### src/rtl/opb_simulink_master.sv
// OPB initiator for fabric-side register access: one single-beat read or write in flight,
// arbitrated as a second bus master, completed with read data and a 2-bit status.
module opb_simulink_master #(
    parameter int unsigned C_OPB_AWIDTH = 32,
    parameter int unsigned C_OPB_DWIDTH = 32,
    parameter int unsigned C_TIMEOUT    = 16,
    parameter int unsigned C_MAX_RETRY  = 4
) (
    input  logic                      OPB_Clk,
    input  logic                      OPB_Rst_n,
    input  logic                      cmd_valid,
    output logic                      cmd_ready,
    input  logic                      cmd_rnw,
    input  logic [0:C_OPB_AWIDTH-1]   cmd_addr,
    input  logic [0:C_OPB_DWIDTH/8-1] cmd_be,
    input  logic [0:C_OPB_DWIDTH-1]   cmd_wdata,
    output logic                      rsp_valid,
    output logic [0:C_OPB_DWIDTH-1]   rsp_data,
    output logic [1:0]                rsp_err,
    output logic                      M_request,
    output logic                      M_select,
    output logic                      M_RNW,
    output logic [0:C_OPB_AWIDTH-1]   M_ABus,
    output logic [0:C_OPB_DWIDTH/8-1] M_BE,
    output logic [0:C_OPB_DWIDTH-1]   M_DBus,
    output logic                      M_busLock,
    output logic                      M_seqAddr,
    input  logic                      OPB_MGrant,
    input  logic                      OPB_xferAck,
    input  logic                      OPB_errAck,
    input  logic                      OPB_retry,
    input  logic                      OPB_toutSup,
    input  logic [0:C_OPB_DWIDTH-1]   OPB_DBus
);

    localparam logic [4:0] LP_MAX_RETRY = 5'(C_MAX_RETRY);
    localparam logic [7:0] LP_TIMEOUT   = 8'(C_TIMEOUT);

    localparam logic [1:0] ERR_OK      = 2'd0;
    localparam logic [1:0] ERR_SLAVE   = 2'd1;
    localparam logic [1:0] ERR_RETRY   = 2'd2;
    localparam logic [1:0] ERR_TIMEOUT = 2'd3;

    typedef enum logic [1:0] {StIdle, StReq, StXfer, StResp} state_e;

    state_e                    r_state, w_state_d;
    logic                      r_rnw;
    logic [0:C_OPB_AWIDTH-1]   r_addr;
    logic [0:C_OPB_DWIDTH/8-1] r_be;
    logic [0:C_OPB_DWIDTH-1]   r_wdata;
    logic [4:0]                r_retry, w_retry_d, w_retry_inc;
    logic [7:0]                r_tout, w_tout_d, w_tout_inc;
    logic [0:C_OPB_DWIDTH-1]   r_rsp_data, w_rsp_data_d;
    logic [1:0]                r_rsp_err, w_rsp_err_d;
    logic                      w_accept;

    assign w_accept    = cmd_valid && (r_state == StIdle);
    assign w_retry_inc = r_retry + 5'd1;
    assign w_tout_inc  = r_tout + 8'd1;

    always_ff @(posedge OPB_Clk or negedge OPB_Rst_n) begin
        if (!OPB_Rst_n) begin
            r_state    <= StIdle;
            r_retry    <= '0;
            r_tout     <= '0;
            r_rsp_data <= '0;
            r_rsp_err  <= ERR_OK;
        end else begin
            r_state    <= w_state_d;
            r_retry    <= w_retry_d;
            r_tout     <= w_tout_d;
            r_rsp_data <= w_rsp_data_d;
            r_rsp_err  <= w_rsp_err_d;
        end
    end

    always_ff @(posedge OPB_Clk or negedge OPB_Rst_n) begin
        if (!OPB_Rst_n) begin
            r_rnw   <= 1'b0;
            r_addr  <= '0;
            r_be    <= '0;
            r_wdata <= '0;
        end else if (w_accept) begin
            r_rnw   <= cmd_rnw;
            r_addr  <= cmd_addr;
            r_be    <= cmd_be;
            r_wdata <= cmd_wdata;
        end
    end

    // XFER resolution order: xferAck, errAck, retry, then timeout.
    always_comb begin
        w_state_d    = r_state;
        w_retry_d    = r_retry;
        w_tout_d     = r_tout;
        w_rsp_data_d = r_rsp_data;
        w_rsp_err_d  = r_rsp_err;
        unique case (r_state)
            StIdle: begin
                if (cmd_valid) begin
                    w_state_d = StReq;
                    w_retry_d = '0;
                end
            end
            StReq: begin
                w_tout_d = '0;
                if (OPB_MGrant) begin
                    w_state_d = StXfer;
                end
            end
            StXfer: begin
                if (OPB_xferAck) begin
                    w_state_d    = StResp;
                    w_rsp_data_d = r_rnw ? OPB_DBus : '0;
                    w_rsp_err_d  = OPB_errAck ? ERR_SLAVE : ERR_OK;
                end else if (OPB_errAck) begin
                    w_state_d    = StResp;
                    w_rsp_data_d = '0;
                    w_rsp_err_d  = ERR_SLAVE;
                end else if (OPB_retry) begin
                    w_retry_d = w_retry_inc;
                    if (w_retry_inc > LP_MAX_RETRY) begin
                        w_state_d    = StResp;
                        w_rsp_data_d = '0;
                        w_rsp_err_d  = ERR_RETRY;
                    end else begin
                        w_state_d = StReq;
                    end
                end else if (!OPB_toutSup) begin
                    w_tout_d = w_tout_inc;
                    if (w_tout_inc == LP_TIMEOUT) begin
                        w_state_d    = StResp;
                        w_rsp_data_d = '0;
                        w_rsp_err_d  = ERR_TIMEOUT;
                    end
                end
            end
            StResp: begin
                w_state_d = StIdle;
            end
            default: begin
                w_state_d = StIdle;
            end
        endcase
    end

    // Outputs decode only registered state, so the OR-bus sees zeros outside XFER.
    always_comb begin
        cmd_ready = (r_state == StIdle);
        rsp_valid = (r_state == StResp);
        rsp_data  = r_rsp_data;
        rsp_err   = r_rsp_err;
        M_request = (r_state == StReq);
        M_select  = (r_state == StXfer);
        M_RNW     = 1'b0;
        M_ABus    = '0;
        M_BE      = '0;
        M_DBus    = '0;
        M_busLock = 1'b0;
        M_seqAddr = 1'b0;
        if (r_state == StXfer) begin
            M_RNW  = r_rnw;
            M_ABus = r_addr;
            M_BE   = r_be;
            M_DBus = r_rnw ? '0 : r_wdata;
        end
    end

endmodule

### config.mk
export PLATFORM = sky130hd
export DESIGN_NAME = opb_simulink_master
export DESIGN_NICKNAME = d
export VERILOG_FILES = /design/src/rtl/opb_simulink_master.sv
export SDC_FILE = /design/constraint.sdc
export NUM_CORES = 1
export LEC_CHECK = 0
export CAP_MARGIN = 20
export CELL_PAD_IN_SITES_DETAIL_PLACEMENT = 0
export CELL_PAD_IN_SITES_GLOBAL_PLACEMENT = 1
export CORE_UTILIZATION = 30
export CTS_CLUSTER_DIAMETER = 30
export DETAILED_ROUTE_END_ITERATION = 12
export GPL_TIMING_DRIVEN = 0
export PLACE_DENSITY = 0.79
export REMOVE_ABC_BUFFERS = 1
export SLEW_MARGIN = 15
export SYNTH_ARGS = -nofsm -noshare
export SYNTH_HDL_FRONTEND = slang
export SYNTH_SLANG_ARGS = --single-unit
### constraint.sdc
create_clock -name OPB_Clk -period 4.3 [get_ports OPB_Clk]
set_clock_uncertainty 0.1 [all_clocks]
set_input_delay 0.645 -clock OPB_Clk [delete_from_list [all_inputs] [get_ports OPB_Clk]]
set_output_delay 0.645 -clock OPB_Clk [all_outputs]
set_load 0.02 [all_outputs]
# Yosys cells after proc, flatten, opt, wreduce, memory -nomap -nowiden
# Cells that the tools add are included.
[totals] regBits=118 inputBits=109 out_inout_bits=109 word_cells=72
[op_classes] addsub=2 n_lt_le_gt_ge=1 eq_ne=15 mux=36 reduce_logical=9
[ops] cell="2-to-1 mux 32 bit" count=10
[ops] cell="2-to-1 mux 8 bit" count=4
[ops] cell="2-to-1 mux 2 bit" count=12
[ops] cell="2-to-1 mux 5 bit" count=4
[ops] cell="one-hot mux 8 bit (2 select lines)" count=1
[ops] cell="!= test 2 bit, second input constant" count=5
[ops] cell="one-hot mux 5 bit (2 select lines)" count=1
[ops] cell="AND reduction 5 bit" count=2
[ops] cell="adder 8 x 1 -> 8 bit, second input constant" count=1
[ops] cell="== test 8 x 5 -> 1 bit, second input constant" count=1
[ops] cell="one-hot mux 2 bit (4 select lines)" count=1
[ops] cell="AND reduction 4 bit" count=2
[ops] cell="adder 5 x 1 -> 5 bit, second input constant" count=1
[ops] cell="> comparator 5 x 3 -> 1 bit, second input constant" count=1
[ops] cell="!= test 5 x 1 -> 1 bit, second input constant" count=1
[ops] cell="!= test 5 bit, second input constant" count=1
[ops] cell="== test 2 bit, second input constant" count=2
[ops] cell="2-to-1 mux 4 bit" count=1
[ops] cell="!= test 2 x 1 -> 1 bit, second input constant" count=2
[ops] cell="!= test 4 x 3 -> 1 bit, second input constant" count=1
[ops] cell="!= test 4 bit, second input constant" count=1
[ops] cell="nonzero test 2 bit" count=2
[ops] cell="nonzero test 4 bit" count=1
[ops] cell="== test 2 x 1 -> 1 bit, second input constant" count=1
[ops] cell="3 further kinds" count=4

# Logic depth before layout (Yosys ltp)
# Gate-level depths: netlist (run 1).
[depth] word_depth=8 ltp_mapped=7 mapped_depth_nobuf=5

# Worst setup path before layout (run 1)
# No wires, ideal clock.
[synth_path] kind="flip-flop to output port" from="register r_state[0]" to="output port M_DBus[10] (netlist name)" arrival_ns=1.434 required_ns=3.555 slack_ns=2.121 stages_incl_launch_ff=6 n_path_buf=2 cell_sequence="dfrtp_1 nand2b_1 buf_1 nor2_1 clkbuf_1 and2_1"
[synth_between] elab_chain_cells=2
[synth_lines] element="start, declared" line_no="46" text="state_e r_state, w_state_d;"
[synth_lines] element="start signal, assigned" line_no="63" text="r_state <= StIdle;"
[synth_lines] element="start signal, assigned" line_no="69" text="r_state <= w_state_d;"
[synth_lines] element="== test 2 bit" line_no="161" text="if (r_state == StXfer) begin"
[synth_lines] element="2-to-1 mux 32 bit" line_no="161"
[synth_lines] element="end, declared" line_no="25" text="output logic [0:C_OPB_DWIDTH-1] M_DBus,"
# Every way passes these cells.

# Final worst setup path (run 1)
[layout_path] from="register r_state[0]" to="output port M_ABus[9] (netlist name)"
[layout_between] elab_chain_cells=2
[layout_lines] element="== test 2 bit" line_no="161"
[layout_lines] element="2-to-1 mux 32 bit" line_no="161"
[layout_lines] element="end, declared" line_no="23" text="output logic [0:C_OPB_AWIDTH-1] M_ABus,"
# Every way passes these cells.

==> results of run 1 <==
critical path, delay by kind of cell (launching register included):
kind                   cells  cell delay (ns)
and+or+nand+nor            2             0.50
DFF                        1             0.43
buffers and inverters      3             1.36
final timing paths:
path	from	endpoint	slack, ns	cells past startpoint
setup / recovery	r_state[0]	M_ABus[9]	0.82	5
hold / removal	OPB_Rst_n	r_rnw	0.05	1
setup reg to reg	r_state[0]	rsp_data[20]	1.49	7
hold reg to reg	r_wdata[28]	r_wdata[28]	0.36	2
max in group asynchronous	OPB_Rst_n	r_wdata[6]	3.31	2
min in group OPB_Clk	r_wdata[28]	r_wdata[28]	0.36	2
cell usage after synthesis, types with 7 or more instances:
| library cell | n | area [um2] |
|---|---|---|
| a31oi_1 | 35 | 219.0 |
| and2_1 | 71 | 444.2 |
| dfrtp_1 | 118 | 2953 |
| a21oi_1 | 66 | 330.3 |
| nand2_1 | 216 | 810.8 |
| o21ai_1 | 9 | 45.04 |
| nand3_1 | 10 | 50.05 |
| nor2_1 | 12 | 45.04 |
| inv_1 | 7 | 26.28 |
| clkbuf_1 | 32 | 120.1 |
sequential cells by signal, summed over array words and instances, names as in the netlist:
register  cells
r_rnw         1
r_wdata      32
r_retry       5
r_state       2
r_addr       32
r_tout        8
rsp_data     32
r_be          4
rsp_err       2
through the flow:
stage               std cells  power, W
global route             1080  0.005794
floorplan                 592  0.002962
detailed placement       1050  0.004024
finish                   1080  0.005407
CTS                      1080  0.005479
global placement         1036  0.003951
area by class of cell:
class                   count  area, um2
clock buffers              22      494.2
flip-flops and latches    118       2953
well taps                 229      286.5
clock inverters             8      97.59
multi-input cells         466       2360
fillers                  1750       9389
inverters                   8      30.03
repair buffers            229       2354
power breakdown:
part / leakage [nW] / internal [W] / switching (W)
logic: 2.10 / 0.000994 / 0.00118
registers: 1.52 / 0.00158 / 0.000232
clock network: 0.286 / 0.000920 / 0.000507
total: 3.91 / 0.00349 / 0.00191
routing by layer:
| metal | vias to the layer above | part of all wire | global-route usage |
|---|---|---|---|
| met5 | - | 0 | 0 |
| met4 | 0 | 0.011 | 0.04823 |
| met3 | 17 | 0.099 | 0.07469 |
| met2 | 171 | 0.44 | 0.2612 |
| met1 | 2320 | 0.45 | 0.2150 |
| li1 | 2500 | - | - |
logic make-up after synthesis:
kind of cell             synth area share
AO/OA/AOI/OAI                      0.1381
XOR/XNOR                         0.006373
adder cells (fa/ha/maj)          0.006828
buffers and inverters             0.03869
flip-flops                         0.5371
multiplexers                     0.001821
other                           0.0006821
AND/OR/NAND/NOR                    0.2704
==> flow_summary.toml, run 1 <==
[clock_network]
cts.clk_slew.worst_paths_ns = 0.06
cts_resized = 0
cts-root-buf = "clkbuf_16"
htreeDepth = 4
clockBufferDepth = 2
clock_latency_ns = 0.41
hold_buffers = 0
cts_made_buffers = 17
post-cts-setup-buffer-count = 0
cts_tree = "yes"
cts.sinks = 118

[detailed_routing]
firstDrtPassIters = 4
postRouteAntennaNets = 0
drtIter0Drc = 276
vias = 5008
via_per_inst = 4.637
route.detailed.drc = 0
wl_per_cell_um = 14.40
wl_um = 15550

[synth]
yosys_most_used_dff = "dfrtp_1"
netlist_instances = 631
ys_warn_count = 0
avgSynthCellArea_um2 = 8.713
synth-seq-area-share = 0.5371
ys_async_sr_fraction = 1.000
synth_area_um2 = 5498
ys_seq_elements = 118
synth_cell_types = 45
synth_edf_count = 0

[die]
fp.dieH_um = 137.4
coreArea_um2 = 17960
initial_core_util = 0.3061
die_w_um = 137.4
fp-row-count = 49
die_area_um2 = 18870
io-pin-count = 218

[worst_setup_path]
cp.required_ns = 3.56
path_class = "reg -> out"
crit_arrival_ns = 2.74
worstSetupStartpointType = "flip-flop"
end_kind = "primary output"
cp_slowest_cell = "clkdlybuf4s50_1"
max_stage_delay_ns = 0.63
cp_cell_sequence = "nand2b_2 -> buf_12 -> inv_2 -> and2_1 -> clkdlybuf4s50_1"
cp_max_fo = 45

[worst_hold_path]
hold_path.class = "in -> async"

[final_layout]
drive_above_1_share = 0.06698
fin_util = 0.4773
final_cell_mix = "nand2_1, clkdlybuf4s50_1, dfrtp_1, and2_1, a21oi_1"
nNetsFinal = 952
syn2layout_area_growth_pct = 55.96
stdcell_area_um2 = 8574
diodes = 0
final_common_cell = "nand2_1"

[pwr]
power_density_nw_per_um2 = 630.6
vdd_ir_drop_max_mv = 0.3274
p_leak_nw = 3.912

[sta]
timing.final.hold_violations = 0
tightest_slew_ns = 0.8253
finalCritPeriodShare = 0.8100
slew_headroom = 0.4479
fin_setup_tns_ns = 0
fmax_mhz = 287.1
rsz0062_at_grt = "no"
slew_violations = 0
period_needed_ns = 3.483
holdWs_ns = 0.04702
setup_violations = 0
setup_ws_ns = 0.8171

[grt]
overflow = 0
grt_pass1_vias = 4852
antenna_found_initial = 0
grt_start_max_net_pins = 77
grtUsageTotal = 0.1699
grt_first_pass_wirelength_um = 24820

[flow_run]
maxCapViolations = 0

[placed_design]
routabilityCongestion = 0.7443
dp_hpwl_um = 10490
port-buffer-count = 215
dpl_cell_area_um2 = 7983
place_ws_ns = 1.214

[run_status]
status = "completed"
No activity file was read; power rests on OpenSTA's default activity.
==> inputs of run 2 (changes only) <==
- CORE_UTILIZATION: 30 -> 28
- PLACE_DENSITY: 0.79 -> 0.78
- clock period: 4.3 -> 2.9 ns (I/O delays scaled with it)
==> flow_summary.toml, run 2 (synthesized netlist as in run 1, its figures left out) <==
[run_status]
status = "completed"

[die]
die_area_um2 = 20200
initial_core_util = 0.2900
io-pin-count = 218
fp-row-count = 50
fp.dieH_um = 142.1
coreArea_um2 = 18960
die_w_um = 142.1

[grt]
grt_first_pass_wirelength_um = 25260
antenna_found_initial = 0
grtUsageTotal = 0.1605
grt_start_max_net_pins = 66
grt_pass1_vias = 4837
overflow = 0

[pwr]
vdd_ir_drop_max_mv = 0.3992
p_leak_nw = 4.259
power_density_nw_per_um2 = 922.5

[worst_setup_path]
worstPathBufferInverterCount = 2
crit_arrival_ns = 2.29
end_kind = "primary output"
worstSetupStartpointType = "flip-flop"
cp.required_ns = 2.37
cp_max_fo = 14
cp_top_family = "buffers and inverters"
cp_cell_sequence = "nand2b_2 -> nor2_4 -> buf_6 -> and2_1 -> clkdlybuf4s50_1"
max_stage_delay_ns = 0.62
cp_slowest_cell = "clkdlybuf4s50_1"
path_class = "reg -> out"

[clock_network]
cts_tree = "yes"
cts_made_buffers = 17
cts-root-buf = "clkbuf_16"
cts.sinks = 118
htreeDepth = 4
cts.clk_slew.worst_paths_ns = 0.06
clock_latency_ns = 0.41
clockBufferDepth = 2

[final_layout]
final_cell_mix = "nand2_1, clkdlybuf4s50_1, dfrtp_1, and2_1, a21oi_1"
syn2layout_area_growth_pct = 58.22
diodes = 0
fillCellCount = 1856
final_common_cell = "nand2_1"
nNetsFinal = 954
drive_above_1_share = 0.07018

[sta]
holdWs_ns = 0.3632
fmax_mhz = 354.6
rsz0062_at_grt = "no"
setup_violations = 0
setup_ws_ns = 0.07999
period_needed_ns = 2.820
timing.final.hold_violations = 0
finalCritPeriodShare = 0.9724
slew_headroom = 0.5010
slew_violations = 0
tightest_slew_ns = 0.7476

[detailed_routing]
vias = 4987
drtIter0Drc = 186
wl_per_cell_um = 14.06
firstDrtPassIters = 6
route.detailed.drc = 0
wl_um = 15680
postRouteAntennaNets = 0
via_per_inst = 4.473

[placed_design]
place_ws_ns = 0.009060
dp_hpwl_um = 10460
port-buffer-count = 215
routabilityCongestion = 0.7737

[flow_run]
maxCapViolations = 0

[worst_hold_path]
hold_path.class = "reg -> reg"
-- run 2: where the power goes --
group          leakage (nW)  internal [W]  switching (W)
combinational          2.46       0.00148        0.00174
clock                 0.275       0.00129       0.000825
sequential             1.52       0.00234       0.000349
-- run 2: final cells by class --
type / count / area [um2] / area share
Clock buffer: 18 / 439.2 / 0.05049
Clock inverter: 14 / 151.4 / 0.01741
Inverter: 8 / 42.54 / 0.004891
Multi-Input combinational cell: 466 / 2365 / 0.2719
Sequential cell: 118 / 2953 / 0.3395
Tap cell: 260 / 325.3 / 0.03740
Timing Repair Buffer: 231 / 2422 / 0.2785
-- run 2: timing repair --
| action | 4_1_cts | 5_1_grt |
|---|---|---|
| pin swaps | 1 | 0 |
| gates resized for setup | 9 | 20 |
| setup endpoints to repair | 74 | 36 |
| setup buffers | 1 | 0 |
| hold endpoints to repair | 64 | 0 |
| hold buffers | 1 | 0 |
-- run 2: path summary, 6_finish.rpt --
check	slack (ns)	start	cells after the start	end
worst max-delay path	0.08	r_state[0]	5	M_DBus[2]
worst min-delay path	0.36	r_addr[15]	2	r_addr[15]
worst max register to register	0.32	r_tout[0]	6	rsp_data[4]
worst min register to register	0.36	r_addr[15]	2	r_addr[15]
max in group asynchronous	1.49	OPB_Rst_n	3	r_addr[15]
min in group asynchronous	0.50	OPB_Rst_n	2	rsp_data[10]
-- run 2: layer usage --
| metal | vias up | routed length [um] | global-route usage |
|---|---|---|---|
| li1 | 2512 | - | - |
| met1 | 2301 | 7035 | 0.2046 |
| met2 | 168 | 7044 | 0.2441 |
| met3 | 6 | 1516 | 0.07234 |
| met4 | 0 | 84 | 0.04414 |
| met5 | - | 0 | 0 |
-- run 2: worst reg2reg max path, delay by kind of cell, from the launching register on --
kind | cells | cell delay [ns]
buffers and inverters | 1 | 0.31
adder cells (fa/ha/maj) | 1 | 0.22
AND/OR/NAND/NOR | 2 | 0.60
flip-flops | 1 | 0.42
AO/OA/AOI/OAI | 2 | 0.77
-- run 2: through the flow --
stage	utilization	area, um2	instances	setup TNS [ns]	total power, W
4_1_cts	0.4562	8648	1115	0	0.008149
2_1_floorplan	-	5319	592	-131.80	0.004392
6_report	0.4589	8698	1115	0	0.008024
3_5_place_dp	0.4232	8021	1081	0	0.005946
5_1_grt	0.4589	8698	1115	0	0.008617
3_3_place_gp	0.4113	7796	1067	-974.29	0.005833
